===== config.mk =====
export PLATFORM = sky130hd
export DESIGN_NAME = alu_op_sequencer
export DESIGN_NICKNAME = d
export VERILOG_FILES = /design/src/rtl/alu_op_pkg.sv /design/src/rtl/alu_bit_scanner.sv /design/src/rtl/alu_op_sequencer.sv
export SDC_FILE = /design/constraint.sdc
export NUM_CORES = 1
export LEC_CHECK = 0
export CELL_PAD_IN_SITES_DETAIL_PLACEMENT = 0
export CELL_PAD_IN_SITES_GLOBAL_PLACEMENT = 2
export CORE_MARGIN = 5
export CORE_UTILIZATION = 38
export CTS_BUF_LIST = sky130_fd_sc_hd__clkbuf_8
export CTS_CLUSTER_SIZE = 40
export DETAILED_ROUTE_END_ITERATION = 8
export PLACE_DENSITY = 0.87
export SLEW_MARGIN = 20
export SYNTH_ARGS = -nofsm -noshare
export SYNTH_HDL_FRONTEND = slang
export SYNTH_SLANG_ARGS = --single-unit

===== constraint.sdc =====
create_clock -name i_clk -period 3.2 [get_ports i_clk]
set_input_delay 0.32 -clock i_clk [delete_from_list [all_inputs] [get_ports i_clk]]
set_output_delay 0.32 -clock i_clk [all_outputs]
set_load 0.02 [all_outputs]

===== src/rtl/alu_op_pkg.sv =====
// Shared opcodes, controller state type and scan-counter sizing for the ALU op sequencer.
package alu_op_pkg;

  localparam logic [1:0] OP_SUB       = 2'd0;
  localparam logic [1:0] OP_NAND      = 2'd1;
  localparam logic [1:0] OP_LEAD_ONES = 2'd2;
  localparam logic [1:0] OP_ONEHOT    = 2'd3;

  typedef enum logic [1:0] {
    IDLE = 2'd0,
    SCAN = 2'd1,
    DONE = 2'd2
  } state_e;

  // Wide enough to hold any count or index in 0..2*width.
  function automatic int scan_cnt_w(input int width);
    return $clog2(2 * width + 1);
  endfunction

endpackage


===== src/rtl/alu_bit_scanner.sv =====
// Serial bit scanner for LEAD_ONES (mode 0, MSB first) and ONEHOT (mode 1, LSB first).
// Result outputs reflect the final bit during the cycle o_done is high.
module alu_bit_scanner
  import alu_op_pkg::*;
#(
  parameter int WIDTH = 4
) (
  input  logic               i_clk,
  input  logic               i_rst_n,
  input  logic               i_start,
  input  logic               i_mode,
  input  logic [2*WIDTH-1:0] i_c,
  output logic               o_done,
  output logic [WIDTH-1:0]   o_y,
  output logic               o_overflow,
  output logic               o_err
);

  localparam int CW = scan_cnt_w(WIDTH);

  logic [2*WIDTH-1:0] sh_q, sh_d;
  logic [CW-1:0]      rem_q, rem_d;
  logic [CW-1:0]      pos_q, pos_d;
  logic [CW-1:0]      acc_q, acc_d;
  logic               seen_q, seen_d;
  logic               err_q, err_d;
  logic               mode_q, mode_d;
  logic               busy_q, busy_d;
  logic               bit_cur;

  assign bit_cur = mode_q ? sh_q[0] : sh_q[2*WIDTH-1];

  always_ff @(posedge i_clk or negedge i_rst_n) begin
    if (!i_rst_n) begin
      sh_q   <= '0;
      rem_q  <= '0;
      pos_q  <= '0;
      acc_q  <= '0;
      seen_q <= 1'b0;
      err_q  <= 1'b0;
      mode_q <= 1'b0;
      busy_q <= 1'b0;
    end else begin
      sh_q   <= sh_d;
      rem_q  <= rem_d;
      pos_q  <= pos_d;
      acc_q  <= acc_d;
      seen_q <= seen_d;
      err_q  <= err_d;
      mode_q <= mode_d;
      busy_q <= busy_d;
    end
  end

  always_comb begin
    sh_d   = sh_q;
    rem_d  = rem_q;
    pos_d  = pos_q;
    acc_d  = acc_q;
    seen_d = seen_q;
    err_d  = err_q;
    mode_d = mode_q;
    busy_d = busy_q;
    if (i_start) begin
      sh_d   = i_c;
      rem_d  = CW'(2 * WIDTH);
      pos_d  = '0;
      acc_d  = '0;
      seen_d = 1'b0;
      err_d  = 1'b0;
      mode_d = i_mode;
      busy_d = 1'b1;
    end else if (busy_q) begin
      sh_d  = mode_q ? (sh_q >> 1) : (sh_q << 1);
      pos_d = pos_q + 1'b1;
      rem_d = rem_q - 1'b1;
      // seen_q means "first zero seen" for LEAD_ONES, "first one seen" for ONEHOT.
      if (mode_q) begin
        if (bit_cur) begin
          if (!seen_q) begin
            acc_d  = pos_q;
            seen_d = 1'b1;
          end else begin
            err_d = 1'b1;
          end
        end
      end else begin
        if (!bit_cur) begin
          seen_d = 1'b1;
        end else if (!seen_q) begin
          acc_d = acc_q + 1'b1;
        end
      end
      if (rem_q == CW'(1)) begin
        busy_d = 1'b0;
      end
    end
  end

  assign o_done     = busy_q && (rem_q == CW'(1));
  assign o_y        = WIDTH'(acc_d);
  assign o_overflow = |(acc_d >> WIDTH);
  assign o_err      = err_d;

endmodule


===== src/rtl/alu_op_sequencer.sv =====
// ALU op sequencer: valid/ready controller for SUB, NAND, LEAD_ONES and ONEHOT.
// Optional sticky status flags are built when ALU_OP_SEQUENCER_STICKY_EN is defined.
module alu_op_sequencer
  import alu_op_pkg::*;
#(
  parameter int WIDTH = 4
) (
  input  logic             i_clk,
  input  logic             i_rst_n,
  input  logic             i_valid,
  output logic             o_ready,
  input  logic [1:0]       i_op,
  input  logic [WIDTH-1:0] i_a,
  input  logic [WIDTH-1:0] i_b,
  output logic             o_valid,
  input  logic             i_ready,
  output logic [WIDTH-1:0] o_y,
  output logic             o_overflow,
  output logic             o_err,
  input  logic             i_clr,
  output logic             o_sticky_ovf,
  output logic             o_sticky_err
);

  state_e state_q, state_d;

  logic [WIDTH-1:0] y_q, y_d;
  logic             ovf_q, ovf_d;
  logic             err_q, err_d;

  logic signed [WIDTH-1:0] a_s, b_s, diff_s;

  logic             scan_start;
  logic             scan_done;
  logic [WIDTH-1:0] scan_y;
  logic             scan_ovf;
  logic             scan_err;

  // Two's-complement subtract overflow: operand signs differ and result sign follows B.
  function automatic logic sub_ovf(input logic signed [WIDTH-1:0] a,
                                   input logic signed [WIDTH-1:0] b,
                                   input logic signed [WIDTH-1:0] d);
    return (a[WIDTH-1] != b[WIDTH-1]) && (a[WIDTH-1] != d[WIDTH-1]);
  endfunction

  assign a_s    = i_a;
  assign b_s    = i_b;
  assign diff_s = a_s - b_s;

  alu_bit_scanner #(
    .WIDTH(WIDTH)
  ) u_scanner (
    .i_clk     (i_clk),
    .i_rst_n   (i_rst_n),
    .i_start   (scan_start),
    .i_mode    (i_op == OP_ONEHOT),
    .i_c       ({i_b, i_a}),
    .o_done    (scan_done),
    .o_y       (scan_y),
    .o_overflow(scan_ovf),
    .o_err     (scan_err)
  );

  always_ff @(posedge i_clk or negedge i_rst_n) begin
    if (!i_rst_n) begin
      state_q <= IDLE;
      y_q     <= '0;
      ovf_q   <= 1'b0;
      err_q   <= 1'b0;
    end else begin
      state_q <= state_d;
      y_q     <= y_d;
      ovf_q   <= ovf_d;
      err_q   <= err_d;
    end
  end

  always_comb begin
    state_d    = state_q;
    y_d        = y_q;
    ovf_d      = ovf_q;
    err_d      = err_q;
    scan_start = 1'b0;
    case (state_q)
      IDLE: begin
        if (i_valid) begin
          case (i_op)
            OP_SUB: begin
              y_d     = diff_s;
              ovf_d   = sub_ovf(a_s, b_s, diff_s);
              err_d   = 1'b0;
              state_d = DONE;
            end
            OP_NAND: begin
              y_d     = ~(i_a & i_b);
              ovf_d   = 1'b0;
              err_d   = 1'b0;
              state_d = DONE;
            end
            default: begin
              scan_start = 1'b1;
              state_d    = SCAN;
            end
          endcase
        end
      end
      SCAN: begin
        if (scan_done) begin
          y_d     = scan_y;
          ovf_d   = scan_ovf;
          err_d   = scan_err;
          state_d = DONE;
        end
      end
      DONE: begin
        if (i_ready) begin
          state_d = IDLE;
        end
      end
      default: state_d = IDLE;
    endcase
  end

  assign o_ready    = (state_q == IDLE);
  assign o_valid    = (state_q == DONE);
  assign o_y        = y_q;
  assign o_overflow = ovf_q;
  assign o_err      = err_q;

`ifdef ALU_OP_SEQUENCER_STICKY_EN
  logic sticky_ovf_q;
  logic sticky_err_q;
  logic res_hs;

  assign res_hs = o_valid && i_ready;

  // A flagged handshake takes priority over a clear in the same cycle.
  always_ff @(posedge i_clk or negedge i_rst_n) begin
    if (!i_rst_n) begin
      sticky_ovf_q <= 1'b0;
      sticky_err_q <= 1'b0;
    end else begin
      if (res_hs && ovf_q) begin
        sticky_ovf_q <= 1'b1;
      end else if (i_clr) begin
        sticky_ovf_q <= 1'b0;
      end
      if (res_hs && err_q) begin
        sticky_err_q <= 1'b1;
      end else if (i_clr) begin
        sticky_err_q <= 1'b0;
      end
    end
  end

  assign o_sticky_ovf = sticky_ovf_q;
  assign o_sticky_err = sticky_err_q;
`else
  logic unused_clr;
  assign unused_clr   = i_clr;
  assign o_sticky_ovf = 1'b0;
  assign o_sticky_err = 1'b0;
`endif

endmodule


==> results.py <==
metrics = {
    "worst_hold_path": {
        "min_path_type": "in -> async",
    },
    "clocking": {
        "postCtsSetupBuffers": 0,
        "clk_pin_slew_worst_paths_ns": 0.07,
        "clock_latency_ns": 0.28,
        "cts_root_buf": "clkbuf_8",
        "cts_tree": "done",
        "htree_num_levels": 2,
        "cts_inserted_buffers": 5,
        "post_cts_resized": 0,
        "postCtsHoldBufs": 0,
        "clk_path_buf_depth": 2,
        "cts.sinks": 32,
    },
    "sta": {
        "relSlewSlack_pct": 46.68,
        "clock_skew_ns": 0.006559,
        "setup_viol": 0,
        "fin_crit_sh_pct": 63.93,
        "rsz0062_at_grt": "no",
        "slew_viol_final": 0,
        "finalCriticalPeriod_ns": 2.046,
        "hold_viol_final": 0,
        "max_freq_mhz": 488.8,
        "tns_ns": 0,
        "tightest_slew_ns": 0.7998,
    },
    "global_routing": {
        "grt_max_degree": 33,
        "first_global_vias": 1488,
        "track_usage_pct": 14.36,
        "grt-ovfl-total": 0,
        "antenna_found_initial": 0,
        "grt_pass1_wl_microns": 7120,
    },
    "placement": {
        "numPortBuffers": 21,
        "dp_hpwl_microns": 2937,
        "dp_cells": 284,
        "gp_congestion": 0.7448,
    },
    "power": {
        "p_int_uw": 1146,
        "p_leak_uw": 0.0009987,
        "switchingPower_uw": 774.4,
        "switching_share_pct": 40.34,
        "clock_power_share_pct": 17.6,
        "comb_power_share_pct": 40.6,
        "ir_worst_vdd_uv": 442.3,
        "p_per_area_mw_per_mm2": 856.3,
        "p_seq_share_pct": 41.8,
    },
    "die": {
        "core_area_sq_mm": 0.004786,
        "die_area_sq_mm": 0.006475,
        "initial_core_util_pct": 39.42,
        "num_rows": 25,
        "ioPinCount": 25,
        "die_w_microns": 80.47,
        "die-height_microns": 80.47,
    },
    "yosys": {
        "synth-main-ff-cell": "dfrtp_1",
        "synth-simple-area-share_pct": 17.51,
        "yosysUniqueCellTypes": 44,
        "yosysMostFrequentCell": "dfrtp_1",
        "synth-async-reset-ratio_pct": 100.0,
        "avgSynthCellArea_sq_um": 9.295,
        "synthCells": 203,
        "synth_top_area_share_pct": 42.44,
        "synth_xor_area_share_pct": 4.178,
        "synth_top_family_by_area": "simple AND/OR/NAND/NOR gates",
        "synth_compound_area_share_pct": 14.72,
        "synth_area_leader_cell": "dfrtp_1",
        "ys_ff_latch": 32,
        "synth_edf_count": 0,
        "synthTopCellsByArea": "dfrtp_1 42%, ha_1 7.3%, mux2i_1 6.4%",
        "synth-adder-area-share_pct": 8.355,
        "muxShareOfSynthArea_pct": 7.560,
        "yosysWarnings": 0,
        "synth_commonest_cells": "32 x dfrtp_1, 26 x nand2_1, 20 x nor2_1",
        "ys_seq_area_share_pct": 42.44,
        "syn_area_sq_mm": 0.001887,
    },
    "routing": {
        "viasPerCell": 4.780,
        "wl_per_cell_microns": 13.91,
        "dr.pass1.iters": 4,
        "drc_errors": 0,
        "via_count": 1391,
        "drt_iter0_drc": 71,
        "wirelength_microns": 4047,
        "ant_nets": 0,
    },
    "critical_path": {
        "startpoint_type": "register",
        "critical_path_arrival_ns": 2.21,
        "endpoint_kind": "register",
        "critPathSlowestCell": "dfrtp_1",
        "cp_max_fo": 21,
        "cp_cell_sequence": "nand2_2 > a211oi_2 > mux2i_1 > nor3_1 > a211o_1",
        "r2r_slack_ns": 1.15,
        "crit_path_max_incr_delay_ns": 0.86,
        "critPathKind": "reg -> reg",
        "required_ns": 3.37,
    },
    "cells_and_area": {
        "nNetsFinal": 251,
        "layout.cells.non_filler": 291,
        "drive_above_1_share_pct": 6.696,
        "synthToLayoutAreaGrowth_pct": 18.83,
        "fin_util_pct": 46.85,
        "fill_cells": 481,
        "num_antenna_cells": 0,
    },
    "run": {
        "cap_violations": 0,
    },
    "run_status": {
        "status": "complete, no violations",
    },
}
[placed cells by master, fill, tap and decap left out, types with 2 or more instances in the layout]
cell,count
mux2i_1,12
nand2b_1,5
nand2_1,26
a211oi_1,2
xor2_1,6
buf_4,2
xnor2_1,3
o31a_1,2
conb_1,2
and3_1,2
nand3b_1,4
o21ai_1,9
inv_1,10
dfrtp_1,32
a21oi_1,12
o21ai_0,11
clkbuf_8,7
ha_1,11
nor2_1,20
nor3b_1,3
clkdlybuf4s50_1,21
[power groups by stage]
stage          Sequential (uW)  Clock, uW  Combinational [uW]
2_1_floorplan              749          0                 591
3_3_place_gp               808          0                 778
3_5_place_dp               808          0                 791
4_1_cts                    805        347                 793
5_1_grt                    838        365                 895
6_report                   802        338                 780
[sequential cells by signal (all words and copies together) (netlist names)]
name / flops
o_err: 1
o_overflow: 1
o_y: 4
state_q: 2
u_scanner.acc_q: 4
u_scanner.busy_q: 1
u_scanner.err_q: 1
u_scanner.mode_q: 1
u_scanner.pos_q: 4
u_scanner.rem_q: 4
u_scanner.seen_q: 1
u_scanner.sh_q: 8
[cell type report]
cell class | count | area, sq um | area share [%]
Clock buffer | 7 | 96.34 | 4.297
Sequential cell | 32 | 800.8 | 35.71
Tap cell | 67 | 83.83 | 3.739
Inverter | 11 | 41.29 | 1.842
Timing Repair Buffer | 23 | 225.2 | 10.04
Multi-Input combinational cell | 151 | 994.7 | 44.36
[worst max-delay path: cells and delay by family, from the launching register on]
family,cells,cell delay (ns)
AO/OA/AOI/OAI,2,0.53
flip-flops,1,0.86
multiplexers,1,0.29
AND/OR/NAND/NOR,2,0.26
[kinds of logic after synthesis]
group | after synthesis
AOI/OAI and AO/OA | 45
and+or+nand+nor | 69
buffers and inverters | 21
xor gates and xnor gates | 9
DFF | 32
muxes | 14
adders and majority gates | 12
other | 1
[through the flow]
| step | power, uW | hold slack [ns] | area (sq um) | worst slack [ns] |
|---|---|---|---|---|
| final | 1920 | 0.4275 | 2242 | 1.154 |
| after global routing | 2098 | 0.4815 | 2242 | 0.9187 |
| after CTS | 1945 | 0.4456 | 2242 | 1.118 |
| after detailed placement | 1599 | 0.4726 | 2146 | 1.044 |
| after global placement | 1587 | 0.4669 | 2146 | 1.073 |
| after floorplan | 1340 | 0.02441 | 1891 | 1.577 |
[layer usage]
metal	wire length, microns	vias up	global-route usage [%]
met1	2044	635	19.57
li1	-	732	-
met2	1777	20	22.19
met3	172	4	4.036
met5	0	-	0
met4	53	0	4.054
[final timing paths]
check,from,to,cells after the start
setup / recovery,u_scanner.mode_q,o_y[3],5
hold / removal,i_rst_n,u_scanner.rem_q[1],2
setup reg to reg,u_scanner.mode_q,o_y[3],5
hold reg to reg,o_err,o_err,2
max in group asynchronous,i_rst_n,u_scanner.sh_q[2],2
min in group i_clk,o_err,o_err,2
(Power assumes the default switching activity.)
